--- src/rtl/morse_pkg.sv ---
`default_nettype none
// ============================================================================
// Module   : morse_pkg
// Brief    : Shared symbol encoding, FSM states and ASCII codes for the decoder.
// Revision : 1.0
// ============================================================================
package morse_pkg;

    localparam logic       SYM_DOT     = 1'b0;
    localparam logic       SYM_DASH    = 1'b1;
    localparam logic [2:0] MAX_SYMBOLS = 3'd5;

    localparam logic [7:0] ASCII_SPACE = 8'h20;
    localparam logic [7:0] ASCII_QMARK = 8'h3F;
    localparam logic [7:0] ASCII_NUL   = 8'h00;

    typedef enum logic [1:0] {
        COLLECT    = 2'd0,
        EMIT_CHAR  = 2'd1,
        EMIT_SPACE = 2'd2
    } state_t;

endpackage : morse_pkg
`default_nettype wire

--- src/rtl/morse_lut.sv ---
`default_nettype none
// ============================================================================
// Module   : morse_lut
// Brief    : Combinational ITU Morse lookup (A-Z, 0-9); first symbol at bit len-1.
// Revision : 1.0
// ============================================================================
module morse_lut
    import morse_pkg::*;
#(
    parameter logic [7:0] UNKNOWN_CHAR = ASCII_QMARK
) (
    input  logic [2:0] len_i,
    input  logic [4:0] pattern_i,
    output logic [7:0] char_o
);

    logic [4:0] w_mask;
    logic [7:0] w_key;

    // Bits above len may hold stale data, so they are masked off before matching.
    always_comb begin
        case (len_i)
            3'd1:    w_mask = 5'b00001;
            3'd2:    w_mask = 5'b00011;
            3'd3:    w_mask = 5'b00111;
            3'd4:    w_mask = 5'b01111;
            default: w_mask = 5'b11111;
        endcase
        w_key = {len_i, pattern_i & w_mask};
    end

    always_comb begin
        case (w_key)
            {3'd2, 5'b00001}: char_o = 8'h41; // A .-
            {3'd4, 5'b01000}: char_o = 8'h42; // B
            {3'd4, 5'b01010}: char_o = 8'h43; // C
            {3'd3, 5'b00100}: char_o = 8'h44; // D
            {3'd1, 5'b00000}: char_o = 8'h45; // E
            {3'd4, 5'b00010}: char_o = 8'h46; // F
            {3'd3, 5'b00110}: char_o = 8'h47; // G
            {3'd4, 5'b00000}: char_o = 8'h48; // H
            {3'd2, 5'b00000}: char_o = 8'h49; // I
            {3'd4, 5'b00111}: char_o = 8'h4A; // J
            {3'd3, 5'b00101}: char_o = 8'h4B; // K
            {3'd4, 5'b00100}: char_o = 8'h4C; // L
            {3'd2, 5'b00011}: char_o = 8'h4D; // M
            {3'd2, 5'b00010}: char_o = 8'h4E; // N
            {3'd3, 5'b00111}: char_o = 8'h4F; // O
            {3'd4, 5'b00110}: char_o = 8'h50; // P
            {3'd4, 5'b01101}: char_o = 8'h51; // Q
            {3'd3, 5'b00010}: char_o = 8'h52; // R
            {3'd3, 5'b00000}: char_o = 8'h53; // S
            {3'd1, 5'b00001}: char_o = 8'h54; // T
            {3'd3, 5'b00001}: char_o = 8'h55; // U
            {3'd4, 5'b00001}: char_o = 8'h56; // V
            {3'd3, 5'b00011}: char_o = 8'h57; // W
            {3'd4, 5'b01001}: char_o = 8'h58; // X
            {3'd4, 5'b01011}: char_o = 8'h59; // Y
            {3'd4, 5'b01100}: char_o = 8'h5A; // Z
            {3'd5, 5'b11111}: char_o = 8'h30; // 0
            {3'd5, 5'b01111}: char_o = 8'h31; // 1
            {3'd5, 5'b00111}: char_o = 8'h32; // 2
            {3'd5, 5'b00011}: char_o = 8'h33; // 3
            {3'd5, 5'b00001}: char_o = 8'h34; // 4
            {3'd5, 5'b00000}: char_o = 8'h35; // 5
            {3'd5, 5'b10000}: char_o = 8'h36; // 6
            {3'd5, 5'b11000}: char_o = 8'h37; // 7
            {3'd5, 5'b11100}: char_o = 8'h38; // 8
            {3'd5, 5'b11110}: char_o = 8'h39; // 9
            default:          char_o = UNKNOWN_CHAR;
        endcase
    end

endmodule : morse_lut
`default_nettype wire

--- src/rtl/morse_decoder.sv ---
`default_nettype none
// ============================================================================
// Module   : morse_decoder
// Brief    : Collects dot/dash events into characters, decodes on gaps and
//            queues ASCII results in a show-ahead valid/ready FIFO.
// Revision : 1.0
// ============================================================================
module morse_decoder
    import morse_pkg::*;
#(
    parameter int         FIFO_DEPTH   = 4,
    parameter logic [7:0] UNKNOWN_CHAR = ASCII_QMARK,
    parameter logic [7:0] SPACE_CHAR   = ASCII_SPACE
) (
    input  logic       clk,
    input  logic       reset,
    input  logic       dot,
    input  logic       dash,
    input  logic       interchar,
    input  logic       interword,
    input  logic       out_ready,
    output logic       out_valid,
    output logic [7:0] out_char,
    output logic [2:0] pending_len,
    output logic       sym_overflow,
    output logic       lost
);

    localparam int c_AW = $clog2(FIFO_DEPTH);

    logic       dot_q, dash_q, ichar_q, iword_q;
    logic       w_dot_ev, w_dash_ev, w_sym_ev, w_char_ev, w_word_ev;

    state_t     state_q;
    logic [4:0] pattern_q;
    logic [2:0] len_q;
    logic       ovf_q, last_space_q, space_pend_q;

    logic [7:0] w_lut_char, w_wr_data;
    logic       w_wr_en;

    logic [7:0]    mem_q [FIFO_DEPTH];
    logic [c_AW:0] wr_ptr_q, rd_ptr_q, wr_ptr_d, rd_ptr_d;
    logic          w_full, w_empty, w_pop, w_push;
    logic          lost_q;

    assign w_dot_ev  = dot       & ~dot_q;
    assign w_dash_ev = dash      & ~dash_q;
    assign w_char_ev = interchar & ~ichar_q;
    assign w_word_ev = interword & ~iword_q;
    assign w_sym_ev  = w_dot_ev | w_dash_ev;

    always_ff @(posedge clk) begin
        if (reset) begin
            dot_q   <= 1'b0;
            dash_q  <= 1'b0;
            ichar_q <= 1'b0;
            iword_q <= 1'b0;
        end else begin
            dot_q   <= dot;
            dash_q  <= dash;
            ichar_q <= interchar;
            iword_q <= interword;
        end
    end

    morse_lut #(
        .UNKNOWN_CHAR(UNKNOWN_CHAR)
    ) u_lut (
        .len_i    (len_q),
        .pattern_i(pattern_q),
        .char_o   (w_lut_char)
    );

    always_ff @(posedge clk) begin
        if (reset) begin
            state_q      <= COLLECT;
            pattern_q    <= 5'd0;
            len_q        <= 3'd0;
            ovf_q        <= 1'b0;
            last_space_q <= 1'b1;
            space_pend_q <= 1'b0;
        end else begin
            case (state_q)
                COLLECT: begin
                    // A simultaneous dot and dash resolves to a dash.
                    if (w_sym_ev) begin
                        if (len_q == MAX_SYMBOLS || ovf_q) begin
                            ovf_q <= 1'b1;
                        end else begin
                            pattern_q <= {pattern_q[3:0], (w_dash_ev ? SYM_DASH : SYM_DOT)};
                            len_q     <= len_q + 3'd1;
                        end
                    end
                    if (w_word_ev) begin
                        if (len_q != 3'd0 || ovf_q) begin
                            state_q      <= EMIT_CHAR;
                            space_pend_q <= 1'b1;
                        end else if (!last_space_q) begin
                            state_q <= EMIT_SPACE;
                        end
                    end else if (w_char_ev && (len_q != 3'd0 || ovf_q)) begin
                        state_q      <= EMIT_CHAR;
                        space_pend_q <= 1'b0;
                    end
                end
                EMIT_CHAR: begin
                    pattern_q    <= 5'd0;
                    len_q        <= 3'd0;
                    ovf_q        <= 1'b0;
                    last_space_q <= 1'b0;
                    space_pend_q <= 1'b0;
                    state_q      <= space_pend_q ? EMIT_SPACE : COLLECT;
                end
                EMIT_SPACE: begin
                    last_space_q <= 1'b1;
                    state_q      <= COLLECT;
                end
                default: state_q <= COLLECT;
            endcase
        end
    end

    assign w_wr_en   = (state_q == EMIT_CHAR) || (state_q == EMIT_SPACE);
    assign w_wr_data = (state_q == EMIT_SPACE) ? SPACE_CHAR :
                       (ovf_q ? UNKNOWN_CHAR : w_lut_char);

    // Extra pointer MSB distinguishes full from empty when indices match.
    assign w_empty = (wr_ptr_q == rd_ptr_q);
    assign w_full  = (wr_ptr_q[c_AW] != rd_ptr_q[c_AW]) &&
                     (wr_ptr_q[c_AW-1:0] == rd_ptr_q[c_AW-1:0]);
    assign w_pop   = ~w_empty & out_ready;
    assign w_push  = w_wr_en & (~w_full | w_pop);

    always_comb begin
        wr_ptr_d = wr_ptr_q + {{c_AW{1'b0}}, w_push};
        rd_ptr_d = rd_ptr_q + {{c_AW{1'b0}}, w_pop};
    end

    always_ff @(posedge clk) begin
        if (reset) begin
            wr_ptr_q <= '0;
            rd_ptr_q <= '0;
            lost_q   <= 1'b0;
        end else begin
            wr_ptr_q <= wr_ptr_d;
            rd_ptr_q <= rd_ptr_d;
            if (w_wr_en && w_full && !w_pop) begin
                lost_q <= 1'b1;
            end
        end
    end

    always_ff @(posedge clk) begin
        if (w_push) begin
            mem_q[wr_ptr_q[c_AW-1:0]] <= w_wr_data;
        end
    end

    assign out_valid    = ~w_empty;
    assign out_char     = w_empty ? ASCII_NUL : mem_q[rd_ptr_q[c_AW-1:0]];
    assign pending_len  = len_q;
    assign sym_overflow = ovf_q;
    assign lost         = lost_q;

endmodule : morse_decoder
`default_nettype wire

--- config.mk ---
export PLATFORM = sky130hd
export DESIGN_NAME = morse_decoder
export DESIGN_NICKNAME = d
export VERILOG_FILES = /design/src/rtl/morse_pkg.sv /design/src/rtl/morse_lut.sv /design/src/rtl/morse_decoder.sv
export SDC_FILE = /design/constraint.sdc
export NUM_CORES = 1
export LEC_CHECK = 0
export BUFFER_PORTS_ARGS = -buffer_cell sky130_fd_sc_hd__buf_2
export CAP_MARGIN = 25
export CORE_MARGIN = 1
export CORE_UTILIZATION = 27
export CTS_BUF_LIST = sky130_fd_sc_hd__clkbuf_8
export DETAILED_ROUTE_END_ITERATION = 16
export PLACE_DENSITY_LB_ADDON = 0.12
export SLEW_MARGIN = 10
export SYNTH_ARGS = -nofsm -noshare
export SYNTH_HDL_FRONTEND = slang
export SYNTH_SLANG_ARGS = --single-unit
--- constraint.sdc ---
create_clock -name clk -period 3.45 [get_ports clk]
set_input_delay 0 -clock clk [delete_from_list [all_inputs] [get_ports clk]]
set_output_delay 0 -clock clk [all_outputs]
set_load 0.02 [all_outputs]
==> results.sh <==
export IMPL_yosys_top_cells_area="edfxtp_1 29%, dfxtp_1 17%, mux4_2 5.4%"
export IMPL_synthFlopType="edfxtp_1"
export IMPL_post_route_cells_drive_above_1_share_pct=14.6
export IMPL_min_period_ps=3150
export IMPL_wl_per_cell_um=14.7
export IMPL_crit_type="flip-flop to flip-flop"
export IMPL_drc=0
export IMPL_vias=2224
export IMPL_period_share_pct=91.2
export IMPL_grt_ovfl_total=0
export IMPL_wl_mm=6.63
export IMPL_ir_drop_mv=0.315
export IMPL_die_w_um=106
export IMPL_insertedDiodeCount=0
export IMPL_relSlewSlack_pct=50.2
export IMPL_place_gp_congestion=0.904
export IMPL_grt_pass1_vias=2137
export IMPL_met3_wirelength_um=207
export IMPL_drtAntennaViolNets=0
export IMPL_fmax_ghz=0.318
export IMPL_drt_iter0_drc=120
export IMPL_hold_viol_final=0
export IMPL_nets=332
export IMPL_finalPower_mw=2.75
export IMPL_netlist_area_um2=2910
export IMPL_crit_fanout=15
export IMPL_yosysTopAreaCell="edfxtp_1"
export IMPL_area_growth_pct=13.2
export IMPL_synth_edf_count=28
export IMPL_cts_root_buf="clkbuf_8"
export IMPL_setup_tns_final_ps=0
export IMPL_rsz0062_at_grt="yes"
export IMPL_die_h_um=106
export IMPL_place_hpwl_mm=4.76
export IMPL_finClkSkew_ps=10.5
export IMPL_viasPerCell=4.93
export IMPL_htreeDepth=2
export IMPL_cts_made_buffers=5
export IMPL_coreArea_um2=10400
export IMPL_synth_nets=313
export IMPL_max_cap_violations=0
export IMPL_cp_arrival_ps=3230
export IMPL_start_util_pct=28.1
export IMPL_nFillCells=1117
export IMPL_routed_top_layer="met4"
export IMPL_post_cts_repair_setup_buffers=0
export IMPL_grt_pass1_wl_mm=11.1
export IMPL_synth_seq_area_share_pct=45.4
export IMPL_yosysWarnings=0
export IMPL_slew_violations=0
export IMPL_cp_required_ps=3540
export IMPL_avgSynthCellArea_um2=9.87
export IMPL_critPathLaunchType="flip-flop"
export IMPL_end_kind="flip-flop"
export IMPL_dr_pass1_iters=4
export IMPL_hold_ws_ps=64.6
export IMPL_cts_sinks=52
export IMPL_ios=21
export IMPL_cts_buffer_depth=2
export IMPL_setup_viol=0
export IMPL_io_buffers=19
export IMPL_ys_async_sr_fraction_pct=0
export IMPL_wl_met2_mm=3.03
export IMPL_antenna_found_initial=0
export IMPL_clk_pin_slew_worst_paths_ps=100
export IMPL_ys_ff_latch=52
export IMPL_row_count=37
export IMPL_worst_pin_slew_ps=741
export IMPL_ys_types=54
export IMPL_outcome="finished, final reports clean"
export IMPL_powerDensity_nw_per_um2=834
export IMPL_cts_tree="yes"
export IMPL_hold_class="input pin to flip-flop"
export IMPL_final_util_pct=31.8
export IMPL_track_usage_pct=12.7
export IMPL_dieArea_um2=11200
export IMPL_synth_cells=295
export IMPL_clkLatencyLatePin_ps=310
export IMPL_p_leak_nw=1.16
export IMPL_grt_max_degree=25
export IMPL_synth_top_cell_area_share_pct=28.9
export IMPL_met1_length_mm=3.24
[power by group]
group / switching [mW] / internal (mW)
Clock: 0.214 / 0.220
Sequential: 0.0810 / 0.896
Combinational: 0.823 / 0.512
Total: 1.12 / 1.63
[cell usage in the layout, fill, tap and decap left out, types with 2 or more instances in the layout]
| cell | n |
|---|---|
| or3_1 | 5 |
| edfxtp_1 | 28 |
| a211oi_2 | 2 |
| buf_2 | 19 |
| mux4_2 | 7 |
| and3_1 | 4 |
| dlygate4sd3_1 | 4 |
| nor3b_1 | 4 |
| o21ai_0 | 10 |
| buf_4 | 6 |
| o31ai_1 | 2 |
| mux2i_1 | 2 |
| inv_1 | 14 |
| nand3_1 | 6 |
| a31oi_1 | 4 |
| clkbuf_8 | 5 |
| a211o_1 | 2 |
| nor2_1 | 28 |
| nor3_1 | 11 |
| a41oi_1 | 3 |
| nor4_1 | 3 |
| nand2b_1 | 5 |
| ha_1 | 11 |
| a21oi_1 | 28 |
| o311a_1 | 2 |
| nor2b_1 | 19 |
| nand2_1 | 14 |
| nand4_1 | 2 |
| o211ai_1 | 6 |
| xnor2_1 | 5 |
| dfxtp_1 | 24 |
| and2_1 | 3 |
| a2bb2oi_1 | 2 |
[worst max-delay path, stage by stage, from the launching register on]
cell	delay [ps]
dfxtp_1	540
inv_1	150
ha_1	290
or4b_1	560
and2_1	350
or2_1	290
a21oi_1	210
nand3_2	170
a31oi_1	370
[kinds of logic after synthesis]
group                      synth area share, %
AOI/OAI and AO/OA                         16.8
xor gates and xnor gates                  1.50
adders and majority gates                 4.73
buffers and inverters                     4.64
DFF                                       45.4
muxes                                     6.10
other                                    0.129
and+or+nand+nor                           20.7
[synth_stat cells (3+ instances only)]
library cell,count
or3_1,5
o21ai_0,10
a21oi_1,28
nand2b_1,5
clkbuf_1,14
o211ai_1,6
a41oi_1,3
ha_1,11
nand3_1,6
dfxtp_1,24
and2_1,3
nor3b_1,4
a31oi_1,4
edfxtp_1,28
xnor2_1,5
nor3_1,11
mux4_2,7
and3_1,4
inv_1,14
nand2_1,14
nor2b_1,19
nor2_1,28
nor4_1,3
[layout make-up]
cell class	count	area [µm²]	area share (%)
clock buffer	5	68.8	2.09
clock inverter	3	46.3	1.41
inverter	14	52.6	1.60
multi-input combinational	212	1450	44.1
sequential	52	1320	40.1
tap	136	170	5.17
timing repair buffer	29	180	5.47
[stage by stage]
| stage | worst slack [ps] | instances | instance area [µm²] |
|---|---|---|---|
| 6_report | 304 | 451 | 3290 |
| 3_5_place_dp | 319 | 439 | 3140 |
| 4_1_cts | 270 | 451 | 3290 |
| 3_3_place_gp | 418 | 439 | 3140 |
| 5_1_grt | -9.05 | 451 | 3290 |
| 2_1_floorplan | 477 | 295 | 2910 |
[per-layer routing]
| layer | vias to the layer above | global-route usage, % |
|---|---|---|
| met5 | - | 0 |
| met1 | 1032 | 16.5 |
| li1 | 1123 | - |
| met4 | 0 | 5.16 |
| met3 | 13 | 2.35 |
| met2 | 56 | 20.7 |
[flip-flops by register name (all words and copies together) (netlist names), 2 cells and up]
signal       cells
mem_q           28
pattern_q        5
pending_len      3
rd_ptr_q         3
state_q          2
wr_ptr_q         3
[final timing paths]
check | start | end | slack [ps] | cells past startpoint
setup / recovery | pending_len[0] | mem_q[0][0] | 300 | 8
hold / removal | out_ready | lost | 60 | 4
setup reg to reg | pending_len[0] | mem_q[0][0] | 300 | 8
hold reg to reg | lost | lost | 480 | 2
[repair_timing]
action | in CTS | in global routing
hold buffers | 4 | 0
gates resized for setup | 0 | 0
hold endpoints to repair | 4 | 0
endpoints found under the setup margin | 0 | 4
No activity file was read; power rests on OpenSTA's default activity.
